`src/rtl/uart_pkg.sv`:
```
// Shared definitions for the configurable UART receiver and its helpers.
package uart_pkg;

    typedef enum logic [2:0] {
        ST_IDLE,
        ST_START,
        ST_DATA,
        ST_PARITY,
        ST_STOP,
        ST_WAIT_HIGH
    } uart_rx_state_t;

    localparam logic UART_PAR_EVEN = 1'b0;
    localparam logic UART_PAR_ODD  = 1'b1;

    function automatic logic maj3(input logic a, input logic b, input logic c);
        return (a & b) | (a & c) | (b & c);
    endfunction

endpackage

```
`src/rtl/uart_bit_sync.sv`:
```
// Two-flop synchroniser for an idle-high serial line; resets to 1.
module uart_bit_sync (
    input  logic clk,
    input  logic rst,
    input  logic d_i,
    output logic q_o
);

    logic [1:0] sync_q;

    always_ff @(posedge clk or posedge rst) begin
        if (rst) begin
            sync_q <= '1;
        end else begin
            sync_q <= {sync_q[0], d_i};
        end
    end

    assign q_o = sync_q[1];

endmodule

```
`src/rtl/uart_rx_cfg.sv`:
```
// Parametrised oversampled UART receiver: majority-vote sampling, false-start
// rejection, parity/framing/break/overrun detection, valid/ready output.
module uart_rx_cfg
    import uart_pkg::*;
#(
    parameter int DATA_BITS  = 8,
    parameter int PARITY_EN  = 0,
    parameter int PARITY_ODD = 0,
    parameter int STOP_BITS  = 1,
    parameter int OVERSAMPLE = 16
) (
    input  logic                 clk,
    input  logic                 rst,
    input  logic                 rx,
    input  logic                 tick,
    input  logic                 rx_ready,
    output logic [DATA_BITS-1:0] rx_data,
    output logic                 rx_valid,
    output logic                 rx_busy,
    output logic                 parity_err,
    output logic                 frame_err,
    output logic                 break_det,
    output logic                 overrun_err
);

    localparam int CW = $clog2(OVERSAMPLE);
    localparam int BW = $clog2(DATA_BITS);

    localparam logic [CW-1:0] CNT_S0   = CW'(OVERSAMPLE / 2 - 1);
    localparam logic [CW-1:0] CNT_S1   = CW'(OVERSAMPLE / 2);
    localparam logic [CW-1:0] CNT_EVAL = CW'(OVERSAMPLE / 2 + 1);
    localparam logic [CW-1:0] CNT_LAST = CW'(OVERSAMPLE - 1);
    localparam logic [BW-1:0] BIT_LAST = BW'(DATA_BITS - 1);
    localparam logic          STOP_LAST = (STOP_BITS == 2);
    localparam logic          PAR_MODE  = (PARITY_ODD != 0) ? UART_PAR_ODD : UART_PAR_EVEN;

    if (DATA_BITS < 5 || DATA_BITS > 9 || (STOP_BITS != 1 && STOP_BITS != 2) ||
        OVERSAMPLE < 8 || (OVERSAMPLE % 2) != 0) begin : g_bad_cfg
        $error("uart_rx_cfg: illegal parameter combination");
    end

    logic rx_s;

    uart_bit_sync u_sync (
        .clk (clk),
        .rst (rst),
        .d_i (rx),
        .q_o (rx_s)
    );

    uart_rx_state_t       state_q;
    logic [CW-1:0]        cnt_q;
    logic [BW-1:0]        bit_idx_q;
    logic                 stop_idx_q;
    logic                 s0_q;
    logic                 s1_q;
    logic [DATA_BITS-1:0] shift_q;
    logic                 par_err_q;
    logic                 frm_err_q;
    logic                 one_seen_q;
    logic                 done_q;

    logic [DATA_BITS-1:0] data_q;
    logic                 valid_q;
    logic                 busy_q;
    logic                 perr_q;
    logic                 ferr_q;
    logic                 brk_q;
    logic                 ovr_q;

    logic          bit_d;
    logic          eval_d;
    logic          last_d;
    logic [CW-1:0] cnt_d;

    always_comb begin
        bit_d  = maj3(s0_q, s1_q, rx_s);
        eval_d = tick && (cnt_q == CNT_EVAL);
        last_d = tick && (cnt_q == CNT_LAST);
        cnt_d  = cnt_q + CW'(1);
    end

    always_ff @(posedge clk or posedge rst) begin
        if (rst) begin
            state_q    <= ST_IDLE;
            cnt_q      <= '0;
            bit_idx_q  <= '0;
            stop_idx_q <= 1'b0;
            s0_q       <= 1'b1;
            s1_q       <= 1'b1;
            shift_q    <= '0;
            par_err_q  <= 1'b0;
            frm_err_q  <= 1'b0;
            one_seen_q <= 1'b0;
            done_q     <= 1'b0;
            data_q     <= '0;
            valid_q    <= 1'b0;
            busy_q     <= 1'b0;
            perr_q     <= 1'b0;
            ferr_q     <= 1'b0;
            brk_q      <= 1'b0;
            ovr_q      <= 1'b0;
        end else begin
            done_q <= 1'b0;
            ovr_q  <= 1'b0;
            busy_q <= (state_q != ST_IDLE);

            if (tick && cnt_q == CNT_S0) s0_q <= rx_s;
            if (tick && cnt_q == CNT_S1) s1_q <= rx_s;

            case (state_q)
                ST_IDLE: begin
                    // Falling edge wins over a coincident tick: count restarts at 0.
                    if (!rx_s) begin
                        state_q    <= ST_START;
                        cnt_q      <= '0;
                        par_err_q  <= 1'b0;
                        frm_err_q  <= 1'b0;
                        one_seen_q <= 1'b0;
                    end
                end
                ST_START: begin
                    if (tick) begin
                        cnt_q <= cnt_d;
                        if (eval_d && bit_d) begin
                            state_q <= ST_IDLE;
                            cnt_q   <= '0;
                        end else if (last_d) begin
                            state_q   <= ST_DATA;
                            cnt_q     <= '0;
                            bit_idx_q <= '0;
                        end
                    end
                end
                ST_DATA: begin
                    if (tick) begin
                        cnt_q <= cnt_d;
                        if (eval_d) shift_q <= {bit_d, shift_q[DATA_BITS-1:1]};
                        if (last_d) begin
                            cnt_q <= '0;
                            if (bit_idx_q == BIT_LAST) begin
                                state_q    <= (PARITY_EN != 0) ? ST_PARITY : ST_STOP;
                                stop_idx_q <= 1'b0;
                            end else begin
                                bit_idx_q <= bit_idx_q + BW'(1);
                            end
                        end
                    end
                end
                ST_PARITY: begin
                    if (tick) begin
                        cnt_q <= cnt_d;
                        if (eval_d) begin
                            if (bit_d != ((^shift_q) ^ PAR_MODE)) par_err_q <= 1'b1;
                            if (bit_d) one_seen_q <= 1'b1;
                        end
                        if (last_d) begin
                            state_q    <= ST_STOP;
                            cnt_q      <= '0;
                            stop_idx_q <= 1'b0;
                        end
                    end
                end
                ST_STOP: begin
                    if (tick) begin
                        cnt_q <= cnt_d;
                        if (eval_d) begin
                            if (!bit_d) frm_err_q  <= 1'b1;
                            else        one_seen_q <= 1'b1;
                            // Frame completes mid last stop bit so the next start edge is not missed.
                            if (stop_idx_q == STOP_LAST) begin
                                done_q  <= 1'b1;
                                cnt_q   <= '0;
                                state_q <= (frm_err_q || !bit_d) ? ST_WAIT_HIGH : ST_IDLE;
                            end
                        end else if (last_d) begin
                            cnt_q      <= '0;
                            stop_idx_q <= 1'b1;
                        end
                    end
                end
                ST_WAIT_HIGH: begin
                    if (rx_s) state_q <= ST_IDLE;
                end
                default: begin
                    state_q <= ST_IDLE;
                    cnt_q   <= '0;
                end
            endcase

            if (done_q) begin
                if (valid_q && !rx_ready) begin
                    ovr_q <= 1'b1;
                end else begin
                    data_q  <= shift_q;
                    perr_q  <= par_err_q;
                    ferr_q  <= frm_err_q;
                    brk_q   <= (shift_q == '0) && !one_seen_q;
                    valid_q <= 1'b1;
                end
            end else if (valid_q && rx_ready) begin
                valid_q <= 1'b0;
            end
        end
    end

    assign rx_data     = data_q;
    assign rx_valid    = valid_q;
    assign rx_busy     = busy_q;
    assign parity_err  = perr_q;
    assign frame_err   = ferr_q;
    assign break_det   = brk_q;
    assign overrun_err = ovr_q;

endmodule

```
`config.mk`:
```
export PLATFORM = sky130hd
export DESIGN_NAME = uart_rx_cfg
export DESIGN_NICKNAME = d
export VERILOG_FILES = /design/src/rtl/uart_pkg.sv /design/src/rtl/uart_bit_sync.sv /design/src/rtl/uart_rx_cfg.sv
export SDC_FILE = /design/constraint.sdc
export NUM_CORES = 1
export LEC_CHECK = 0
export ABC_AREA = 1
export BUFFER_PORTS_ARGS = -buffer_cell sky130_fd_sc_hd__buf_2
export CAP_MARGIN = 20
export CORE_AREA = 8 8 69 83
export DETAILED_ROUTE_END_ITERATION = 10
export DIE_AREA = 0 0 77 91
export PLACE_DENSITY = 0.69
export REMOVE_ABC_BUFFERS = 1
export SYNTH_ARGS = -nofsm -noshare
export SYNTH_HDL_FRONTEND = slang
export SYNTH_SLANG_ARGS = --single-unit
```
`constraint.sdc`:
```
create_clock -name clk -period 1.3 [get_ports clk]
set_input_delay 0.065 -clock clk [delete_from_list [all_inputs] [get_ports clk]]
set_output_delay 0.065 -clock clk [all_outputs]
set_load 0.1 [all_outputs]
```
**Word-level counts from Yosys, hierarchy flattened**

Index checks and enable logic that the tools add are counted.

- Register bits: 41
- Input bits: 5
- Output and inout bits: 14
- Logic and storage cells: 160

- Add/subtract/negate cells: 2
- Equal/unequal tests: 36
- Multiplexer cells: 62
- Bitwise gates (word level): 7
- Reduce and logical (&&, ||, !) cells: 34

Operators with widths:

| operator | count |
|---|---|
| 3-bit 2-to-1 mux | 20 |
| 2-bit != test, second input constant | 19 |
| 4-bit 2-to-1 mux | 8 |
| 1-bit 2-to-1 mux | 27 |
| 4-bit case mux with 5 select lines | 1 |
| 5-bit AND reduction | 4 |
| 3-bit case mux with 6 select lines | 1 |
| 4-bit equality test, second input constant | 3 |
| 12-bit AND reduction | 1 |
| 2-bit by 1-bit != test with 1-bit output, second input constant | 5 |
| 2-bit nonzero test | 5 |
| 3-bit equality test, second input constant | 3 |
| 9-bit AND reduction | 1 |
| 1-bit logical AND | 8 |
| 8-bit logical NOT | 1 |
| 8-bit XOR reduction | 1 |
| 7-bit AND reduction | 1 |
| 3-bit by 2-bit equality test with 1-bit output, second input constant | 2 |
| 1-bit case mux with 2 select lines | 3 |
| 3-bit case mux with 2 select lines | 1 |
| 3-bit nonzero test | 2 |
| 4-bit by 1-bit adder with 4-bit output, second input constant | 1 |
| 4-bit by 3-bit equality test with 1-bit output, second input constant | 1 |
| 2-bit AND reduction | 2 |
| 13 further kinds | 20 |

**Longest topological paths before layout**

Gate-level depths: netlist (run 1).

- Depth after elaboration: 10
- Mapped depth: 11
- Mapped depth without buffers: 11

**Cells and area by module**

From an unflattened synthesis (run 1), not the netlist that was laid out.

- Cells, all modules: 267
- Area total of the unflattened synthesis: 2143.3 um2

Modules (own cells, without submodules):

| module | times used | cells an instance | area each (um2) | seq. area each (um2) |
|---|---|---|---|---|
| uart_rx_cfg | 1 | 264 | 2087.0 | 978.4 |
| uart_bit_sync | 1 | 3 | 56.3 | 52.6 |

**Worst setup path before layout (run 1)**

Ideal clock, no wire load.

- Path type: flip-flop to flip-flop
- From: register valid_q, in the netlist rx_valid
- To: register perr_q, in the netlist parity_err
- Library setup time: 0.083 ns
- Data arrival time: 1.638 ns
- Required time: 1.217 ns
- Slack: -0.421 ns
- Stages on the path, launching flop included: 6
- Buffers on the path: 1
- Period minus slack after synthesis: 1.721 ns
- Cell sequence: dfrtp_1 -> nand2_1 -> nand2_1 -> clkbuf_1 -> nand2_1 -> o21ai_0

- Longest elaborated chain between the ends: 3

RTL lines:

| element | line | source |
|---|---|---|
| start, declared | uart_rx_cfg.sv:64 | `logic valid_q;` |
| start signal, assigned | uart_rx_cfg.sv:97 | `valid_q <= 1'b0;` |
| start signal, assigned | uart_rx_cfg.sv:199 | `valid_q <= 1'b1;` |
| start signal, assigned | uart_rx_cfg.sv:202 | `valid_q <= 1'b0;` |
| 1-bit logical AND | uart_rx_cfg.sv:192 | `if (valid_q && !rx_ready) begin` |
| 1-bit inverter (no line) | -- |  |
| 2-bit AND reduction (no line) | -- |  |
| end signal, assigned | uart_rx_cfg.sv:196 | `perr_q <= par_err_q;` |
| end, declared | uart_rx_cfg.sv:66 | `logic perr_q;` |

Every way passes these cells.
A chain may end at the register's enable or synchronous reset.

**Worst setup path after layout (run 1)**

- From: register cnt_q[1]
- To: register state_q[1]

- Longest elaborated chain between the ends: 6
- Elaborated cells between the ends (all ways): 13
- Classes of those cells: eq/ne (6); mux (3); reduce/logical (4)

RTL lines:

| element | line | source |
|---|---|---|
| start, declared | uart_rx_cfg.sv:52 | `logic [CW-1:0] cnt_q;` |
| start signal, assigned | uart_rx_cfg.sv:124 | `cnt_q <= cnt_d;` |
| start signal, assigned | uart_rx_cfg.sv:137 | `cnt_q <= cnt_d;` |
| start signal, assigned | uart_rx_cfg.sv:152 | `cnt_q <= cnt_d;` |
| 4-bit equality test | uart_rx_cfg.sv:78 | `eval_d = tick && (cnt_q == CNT_EVAL);` |
| 1-bit logical AND | uart_rx_cfg.sv:78 |  |
| 1-bit logical AND | uart_rx_cfg.sv:125 | `if (eval_d && bit_d) begin` |
| 3-bit 2-to-1 mux | uart_rx_cfg.sv:125 |  |
| 3-bit 2-to-1 mux | uart_rx_cfg.sv:123 | `if (tick) begin` |
| 3-bit case mux with 6 select lines | uart_rx_cfg.sv:111 | `case (state_q)` |
| end signal, assigned | uart_rx_cfg.sv:142 | `state_q <= (PARITY_EN != 0) ? ST_PARITY : ST_STOP;` |
| end signal, assigned | uart_rx_cfg.sv:174 | `state_q <= (frm_err_q \|\| !bit_d) ? ST_WAIT_HIGH : ST_IDLE;` |
| end, declared | uart_rx_cfg.sv:51 | `uart_rx_state_t state_q;` |

Several ways; a longest one is shown, not always the timed one. The select of a mux whose other input is x is not followed.

==> qor.csv, run 1 <==
stage,metric,value,unit
critical_path,crit_arrival,1.73,ns
placement,gp_congestion,0.865,
clocking,cts_tree,done,
drt,num_vias,1849,
drt,dr.pass1.iters,4,
critical_path,cp.buffers_inverters,3,
timing,finClkSkew,0.00903,ns
placement,io_buffers,18,
synthesis,yosys_warnings,0,
drt,drt-initial-drc-count,75,
critical_path,crit_path_max_fanout,4,
flow_run,max_cap_viol_count,0,
drt,avgViaCountPerCell,4.98,
drt,ant_nets,0,
synthesis,synth_ff_type,dfrtp_1,
critical_path,crit_chain,"inv_2, ha_4, nand2_1, nor2_4, nand2_2, buf_4, buf_4, nand3_1, nand2_1",
clocking,root_buffer,clkbuf_8,
clocking,clock-sinks,41,
die,start_util,47.2,%
drt,wl_per_cell,13.4,µm
drt,wl,4970,µm
synthesis,synth-edff-count,0,
synthesis,synth_area,0.00210,mm²
timing,maxClockFrequency,646,MHz
critical_path,worstSetupEndpointType,flop,
outcome,run_status,"complete, but fails checks",
synthesis,yosysMostFrequentCell,nand2_1,
finish,seq_area,0.00103,mm²
global_route,grt_pass1_vias,1831,
synthesis,synth_cells,245,
power,p_per_area,1320,mW/mm²
die,die_y,91,µm
synthesis,async_flop_share,100,%
critical_path,slowest_stage,dfrtp_1,
global_route,track_usage,13.5,%
timing,slew-limit-headroom,67.8,%
hold_path,hold_class,in -> reg,
synthesis,synth_area_per_cell,8.58,µm²
finish,fin_nets,326,
timing,finalCriticalPeriod,1.55,ns
synthesis,synthDominantCellAreaShare,44.0,%
timing,setup_violations,23,
synthesis,synthTopCellsByCount,"55 x nand2_1, 37 x dfrtp_1, 37 x inv_1",
global_route,grt_overflow_total,0,
timing,hold_viol_final,0,
critical_path,cp_top_family,simple AND/OR/NAND/NOR gates,
synthesis,synthTopCellsByArea,"dfrtp_1 44%, nand2_1 9.8%, o21ai_0 7.9%, inv_1 6.6%, ha_1 5.4%",
placement,hpwl,3210,µm
clocking,numCtsBuffers,5,
timing,slew_viol_final,0,
timing,worst-slew-pin-transition,0.487,ns
power,power,3840,µW
finish,final_cell_area,0.00291,mm²
placement,dpl_cell_area,0.00251,mm²
finish,drive_above_1_share,44.1,%
synthesis,yosysSeqAreaShare,49.0,%
clocking,clkTransAtPathRegs,0.08,ns
power,leakage,0.00148,µW
placement,dp_cells,351,
timing,finalCritPeriodShare,119,%
timing,rsz0062_at_grt,true,
critical_path,slowest_delay,0.41,ns
timing,tns,-2.87,ns
finish,instances_no_fill,371,
die,io-pin-count,19,
clocking,clock_latency,0.29,ns
critical_path,critPathLaunchType,flop,
finish,antenna_cells,0,
finish,area_growth,38.1,%
die,fp.dieW,77,µm
synthesis,yosysUniqueCellTypes,28,
clocking,clk_path_buf_depth,2,
clocking,cts_max_level,2,
die,dieArea,0.00701,mm²
power,vdd_drop_max,0.000706,V
outcome,failed_checks,negative setup slack,
critical_path,critPathKind,reg -> reg,
critical_path,cp_data_required_time,1.48,ns
global_route,grt_antenna_before_repair,0,
timing,fin_ws,-0.248,ns
die,rows,27,
finish,multi_input_area,0.00109,mm²
die,core_area,0.00446,mm²
synthesis,ys_ff_latch,41,
global_route,grt_max_degree,42,
finish,fill_cells,369,
global_route,grt_pass1_wl,7910,µm
synthesis,synth_area_leader_cell,dfrtp_1,
drt,drc_errors,0,
cell usage in the layout (no fill, tap or decap), types with 3 or more instances in the layout:
master / count
nand2_1: 48
buf_4: 41
dfrtp_1: 36
o21ai_0: 24
inv_1: 23
buf_2: 18
nand3_1: 17
inv_2: 16
nand2_2: 10
nor2_1: 8
o21ai_1: 8
nand3_2: 6
nor2_2: 6
clkbuf_8: 6
nand2_4: 5
ha_4: 5
dfstp_2: 4
nor2_4: 3
o21ai_2: 3
ha_1: 3
timing repair:
item,in CTS,in global routing
setup endpoints to repair,21,23
resized for setup,13,47
buffers inserted,3,7
hold buffers,2,0
hold endpoints to repair,38,0
gates cloned,0,1
pin swaps,1,14
cell type report:
cell class	count	area share [%]
Inverter	40	5.25
Tap cell	58	2.50
Clock inverter	2	1.29
Multi-Input combinational cell	162	37.5
Clock buffer	6	2.84
Sequential cell	41	35.5
Timing Repair Buffer	62	15.1
stage by stage:
step / utilization (%) / hold WS, ns / worst slack (ns)
6_report: 65.2 / 0.0260 / -0.248
5_1_grt: 65.2 / 0.0374 / -0.334
4_1_cts: 60.5 / 0.0265 / -0.155
3_5_place_dp: 56.2 / 0.155 / -0.214
3_3_place_gp: 56.2 / 0.139 / -0.167
2_1_floorplan: - / 0.0695 / -0.420
where the power goes:
part	switching, µW	internal (µW)
combinational	793	477
sequential	89.4	1410
clock	444	624
kinds of logic (layout without fill, tap and decap cells):
logic type / after synthesis / after routing / share of synthesized area, %
adder cells (fa/ha/maj): 9 / 9 / 5.35
flip-flops: 41 / 41 / 49.0
buffers and inverters: 43 / 110 / 8.15
AND/OR/NAND/NOR: 108 / 109 / 25.4
AO/OA/AOI/OAI: 44 / 44 / 12.1
state kept, by name, summed over array words and instances (netlist names), 2 cells and up:
register and count:
bit_idx_q 3, cnt_q 4, rx_data 8, shift_q 8, state_q 3, u_sync.sync_q 2
worst reg2reg max path, delay by kind of cell (launching register included):
| family | cells | cell delay (ns) |
|---|---|---|
| AND/OR/NAND/NOR | 5 | 0.54 |
| adder cells (fa/ha/maj) | 1 | 0.13 |
| flip-flops | 1 | 0.41 |
| buffers and inverters | 3 | 0.36 |
routing by layer:
layer  wire (µm)  GRT usage, %
met1        2030          14.6
met2        2590          22.8
met3         244          4.54
met4         113          7.41
met5           0             0
path summary, 6_finish.rpt:
check                                 startpoint  cells past startpoint  slack, ns                to
worst min-delay path                    rx_ready                      4       0.03       overrun_err
max in group asynchronous                    rst                      4       0.66  u_sync.sync_q[0]
worst max-delay path                    cnt_q[1]                      9      -0.25        state_q[1]
worst max register to register          cnt_q[1]                      9      -0.25        state_q[1]
worst min register to register  u_sync.sync_q[0]                      0       0.36  u_sync.sync_q[1]
min in group asynchronous                    rst                      4       0.38          rx_valid
No activity file was read; power rests on OpenSTA's default activity.
==> inputs of run 2 (changes only) <==
Settings changed: SKIP_LAST_GASP from default to 1.
==> run 2 against run 1 <==
  * Largest cell class unchanged
  * Global-route usage down 0.14 points
  * Non-clock buffer count increased by 1
  * The flow still finishes with violations (negative setup slack)
  * Sequential cell count stayed put
  * Cell count increased by 0.27%
  * Sequential power about the same
==> qor.csv, run 2 (synthesized netlist as in run 1, its figures left out) <==
stage,metric,value,unit
outcome,run_status,"complete, but fails checks",
outcome,failed_checks,negative setup slack,
finish,drive_above_1_share,44.3,%
power,p_per_area,1300,mW/mm²
drt,avgViaCountPerCell,4.93,
hold_path,hold_class,in -> reg,
finish,finalCoreUtilization,65.1,%
timing,fin_ws,-0.150,ns
clocking,numCtsBuffers,5,
clocking,clock-sinks,41,
critical_path,ff2ff_path_depth,10,
power,power,3790,µW
finish,instances_no_fill,372,
finish,fin_nets,327,
die,fp.dieW,77,µm
drt,ant_nets,0,
global_route,grt_pass1_wl,7850,µm
critical_path,critPathKind,reg -> reg,
drt,drc_errors,0,
timing,setup_violations,22,
finish,mostFrequentLayoutCells,"46 x nand2_1, 42 x buf_4, 36 x dfrtp_1",
critical_path,slowest_delay,0.42,ns
timing,finalCriticalPeriod,1.45,ns
global_route,grt_max_degree,42,
drt,wl,4910,µm
clocking,clkTransAtPathRegs,0.08,ns
timing,slew_viol_final,0,
clocking,root_buffer,clkbuf_8,
critical_path,crit_chain,"ha_1, nand2_2, nor2_8, inv_4, nand2_4, nand3_2, nor2_4, nand2_2, nand2_1, nand2_1",
placement,dp_cells,351,
critical_path,critPathLaunchType,flop,
timing,holdWs,0.0354,ns
critical_path,crit_path_max_fanout,4,
die,core_area,0.00446,mm²
drt,drt-initial-drc-count,66,
global_route,grt_overflow_total,0,
critical_path,worstSetupEndpointType,flop,
drt,wl_per_cell,13.2,µm
critical_path,regToRegSetupSlack,-0.15,ns
drt,num_vias,1834,
die,rows,27,
critical_path,r2r-start,cnt_q[0],
global_route,grt_antenna_before_repair,0,
hold_path,hold_path_end,overrun_err,
timing,hold_viol_final,0,
hold_path,whs_path_depth,4,
finish,antenna_cells,0,
global_route,track_usage,13.4,%
die,start_util,47.2,%
power,vdd_drop_max,0.000705,V
timing,finalCritPeriodShare,112,%
finish,layout_commonest_cell,nand2_1,
timing,maxClockFrequency,690,MHz
drt,dr.pass1.iters,4,
die,dieArea,0.00701,mm²
clocking,cts_tree,done,
power,leakage,0.00149,µW
timing,rsz0062_at_grt,true,
placement,gp_congestion,0.865,
placement,dp_slack,-0.214,ns
die,die_y,91,µm
clocking,clk_path_buf_depth,2,
placement,io_buffers,18,
placement,hpwl,3210,µm
timing,worst-slew-pin-transition,0.487,ns
critical_path,crit_arrival,1.63,ns
global_route,grt_pass1_vias,1823,
timing,finClkSkew,0.00770,ns
flow_run,max_cap_viol_count,0,
clocking,clock_latency,0.29,ns
die,io-pin-count,19,
hold_path,hold_start,rx_ready,
critical_path,reg2reg_to,state_q[1],
timing,slew-limit-headroom,67.8,%
critical_path,cp_data_required_time,1.48,ns
critical_path,slowest_stage,dfrtp_2,
finish,area_growth,38.1,%
clocking,cts_max_level,2,
==> run 2: cell count changes in the layout (fill, tap and decap cells not counted), sizes merged <==
| cell | before | now |
|---|---|---|
| buf | 60 | 61 |
==> run 2: worst max-delay path: cells and delay by family, from the launching register on <==
kind / cells / cell delay, ns
buffers and inverters: 1 / 0.06
DFF: 1 / 0.42
and+or+nand+nor: 8 / 0.68
adders and majority gates: 1 / 0.20
==> run 2: final cells by class <==
class / count / area (µm²)
Fill cell: 366 / 1560
Multi-Input combinational cell: 162 / 1080
Sequential cell: 41 / 1030
Timing Repair Buffer: 63 / 445
Inverter: 40 / 153
Clock buffer: 6 / 82.6
Tap cell: 58 / 72.6
Clock inverter: 2 / 37.5
==> run 2: how the worst max path moves through the flow <==
| stage | start | cells past startpoint | slack, ns | endpoint |
|---|---|---|---|---|
| 2_1_floorplan | rx_valid | 4 | -0.42 | break_det |
| 3_3_place_gp | u_sync.sync_q[1] | 7 | -0.17 | state_q[0] |
| 3_5_place_dp | s0_q | 7 | -0.21 | state_q[0] |
| 4_1_cts | cnt_q[1] | 11 | -0.15 | state_q[0] |
| 5_1_grt | cnt_q[1] | 11 | -0.29 | state_q[2] |
| 6_report | cnt_q[0] | 10 | -0.15 | state_q[1] |
==> run 2: what timing repair did <==
action | 4_1_cts | 5_1_grt
gates cloned | 0 | 1
hold endpoints to repair | 38 | 0
setup endpoints to repair | 21 | 23
pin swaps | 1 | 17
gates resized for setup | 11 | 48
setup buffers | 3 | 8
hold buffers | 2 | 0
==> run 2: power by group <==
| group | total (µW) | internal, µW | switching [µW] | leakage [µW] |
|---|---|---|---|---|
| Combinational | 1230 | 462 | 766 | 0.000893 |
| Clock | 1060 | 624 | 440 | 0.0000574 |
| Sequential | 1500 | 1410 | 88.6 | 0.000537 |
| Total | 3790 | 2490 | 1290 | 0.00149 |
==> run 2: per-layer routing <==
| metal | GRT usage [%] | up-vias | part of all wire (%) |
|---|---|---|---|
| met5 | 0 | - | 0 |
| met4 | 6.47 | 0 | 1.9 |
| met3 | 4.44 | 12 | 4.0 |
| met2 | 22.9 | 32 | 54 |
| met1 | 14.5 | 863 | 40 |
| li1 | - | 927 | - |
==> run 2: per-stage QoR <==
| step | TNS (ns) | cell area, µm² |
|---|---|---|
| after floorplan | -4.85 | 2080 |
| after global placement | -2.11 | 2510 |
| after detailed placement | -2.78 | 2510 |
| after global routing | -4.42 | 2900 |
| after CTS | -1.68 | 2690 |
| final | -2.31 | 2900 |
==> inputs of run 3 (changes only) <==
--- a/config.mk
+++ b/config.mk
@@ -13,3 +13,3 @@
 export DIE_AREA = 0 0 77 91
-export PLACE_DENSITY = 0.69
+export PLACE_DENSITY = 0.66
 export REMOVE_ABC_BUFFERS = 1
==> constraint.sdc (replaced) <==
create_clock -name clk -period 1.8 [get_ports clk]
set_input_delay 0 -clock clk [delete_from_list [all_inputs] [get_ports clk]]
set_output_delay 0 -clock clk [all_outputs]
set_load 0.1 [all_outputs]
==> run 3 against run 2 <==
  * Setup slack better by 0.39 ns
  * Combinational power down 49%
  * First-iteration DRC count grew 12%
  * Hold slack improved by 0.012 ns
  * The run now ends clean
  * Highest routed layer unchanged
  * Critical path depth fell by 1
  * Register-to-register slack better by 0.39 ns
  * Sequential share of layout area rose by 7.4 points
  * Global-route usage decreased by 0.93 points
  * Sequential power shrank 28%
  * Cell area shrank 17%
  * Fmax is 7.3% lower
==> qor.csv, run 3 (synthesized netlist as in run 1, its figures left out) <==
stage,metric,value,unit
outcome,run_status,"complete, no violations",
drt,drc_errors,0,
global_route,grt_pass1_wl,7350,µm
clocking,clock_latency,0.29,ns
die,die_y,91,µm
clocking,post_cts.repair.setup_buffers,0,
critical_path,worstSetupEndpointType,flop,
timing,finalCritPeriodShare,86.9,%
timing,fin_ws,0.235,ns
timing,hold_viol_final,0,
timing,worst-slew-pin-transition,0.594,ns
critical_path,cp_data_required_time,2.01,ns
finish,seq_area,0.00103,mm²
timing,tns,0,ns
placement,dp_slack,0.273,ns
global_route,met3_usage,3.25,%
timing,slew_viol_final,0,
drt,avgViaCountPerCell,4.86,
drt,wl,3940,µm
finish,multi_input_area,901,µm²
finish,fill_cells,445,
global_route,grt_antenna_before_repair,0,
die,fp.dieW,77,µm
clocking,clk_path_buf_depth,2,
drt,ant_nets,0,
power,p_per_area,1030,mW/mm²
global_route,grt_pass1_vias,1651,
die,rows,27,
hold_path,hold_class,in -> reg,
global_route,grtUsageMet2,21.6,%
finish,layout_commonest_cell,nand2_1,
finish,antenna_cells,0,
placement,gp_congestion,0.873,
placement,io_buffers,18,
clocking,cts_max_level,2,
finish,mostFrequentLayoutCells,"55 x nand2_1, 37 x inv_1, 37 x dfrtp_1",
critical_path,critPathKind,reg -> reg,
global_route,grt_max_degree,42,
critical_path,crit_path_max_fanout,3,
placement,hpwl,2940,µm
clocking,clkTransAtPathRegs,0.08,ns
global_route,grt_use_met1,14.4,%
finish,drive_above_1_share,19.1,%
timing,finClkSkew,0.00927,ns
drt,num_vias,1603,
die,io-pin-count,19,
drt,wl_per_cell,11.9,µm
timing,setup_violations,0,
timing,maxClockFrequency,639,MHz
timing,slew-limit-headroom,60.3,%
flow_run,max_cap_viol_count,0,
power,vdd_drop_max,0.000485,V
clocking,cts_resized,0,
timing,rsz0062_at_grt,false,
finish,fin_nets,285,
drt,drt-initial-drc-count,74,
clocking,cts_tree,done,
clocking,root_buffer,clkbuf_8,
clocking,numCtsBuffers,5,
power,leakage,0.00123,µW
critical_path,crit_arrival,1.78,ns
finish,area_growth,14.2,%
critical_path,critPathLaunchType,flop,
global_route,track_usage,12.4,%
timing,holdWs,0.0479,ns
clocking,clock-sinks,41,
die,dieArea,0.00701,mm²
global_route,top_usage_layer,met2,
die,core_area,0.00446,mm²
global_route,grt_overflow_total,0,
die,start_util,47.2,%
timing,finalCriticalPeriod,1.56,ns
drt,dr.pass1.iters,4,
==> run 3: cell types whose count changed in the layout (fill, tap and decap cells not counted), sizes merged <==
cell	delta
nand2	-1
clkbuf	+1
dlygate4sd3	+1
buf	-42
clkinvlp	-1
==> run 3: critical path, cell delays in order, from the launching register on <==
cell	delay, ns
dfrtp_1	0.39
inv_1	0.10
ha_1	0.26
nand2_1	0.08
inv_1	0.05
o21ai_0	0.24
nand2_1	0.09
nand2_1	0.06
nand3_1	0.07
a21oi_1	0.14
==> run 3: area by class of cell <==
type / instances / area share [%]
Sequential cell: 41 / 42.9
Multi-Input combinational cell: 161 / 37.5
Inverter: 40 / 6.36
Timing Repair Buffer: 22 / 5.32
Clock buffer: 7 / 3.60
Tap cell: 58 / 3.02
Clock inverter: 1 / 1.25
==> run 3: timing repair <==
item | CTS | global route
endpoints found under the setup margin | 0 | 0
hold endpoints to repair | 40 | 0
hold buffers | 3 | 0
==> run 3: per-stage QoR <==
step / power, µW / util (%) / cells / cell area (µm²)
global placement: 1720 / 50.6 / 319 / 2250
floorplan: 1590 / - / 242 / 2080
finish: 2470 / 53.8 / 330 / 2400
CTS: 2500 / 53.8 / 330 / 2400
global route: 2630 / 53.8 / 330 / 2400
detailed placement: 1720 / 50.6 / 319 / 2250
==> run 3: worst paths after layout <==
check / from / to / slack, ns / cells past startpoint
max in group asynchronous: rst / s1_q / 1.07 / 4
worst max register to register: shift_q[3] / par_err_q / 0.24 / 9
worst min register to register: u_sync.sync_q[0] / u_sync.sync_q[1] / 0.37 / 0
min in group asynchronous: rst / done_q / 0.37 / 4
worst max-delay path: shift_q[3] / par_err_q / 0.24 / 9
worst min-delay path: tick / s0_q / 0.05 / 3
==> run 3: metal layers <==
metal	vias to the layer above	share of wire, %	wire length (µm)
met5	-	0	0
li1	836	-	-
met3	5	5.0	196
met4	0	1.4	54
met2	25	49	1940
met1	737	44	1750
==> run 3: where the power goes <==
part / switching, µW / internal (µW)
Combinational: 443 / 181
Sequential: 68.5 / 1010
Clock: 309 / 452
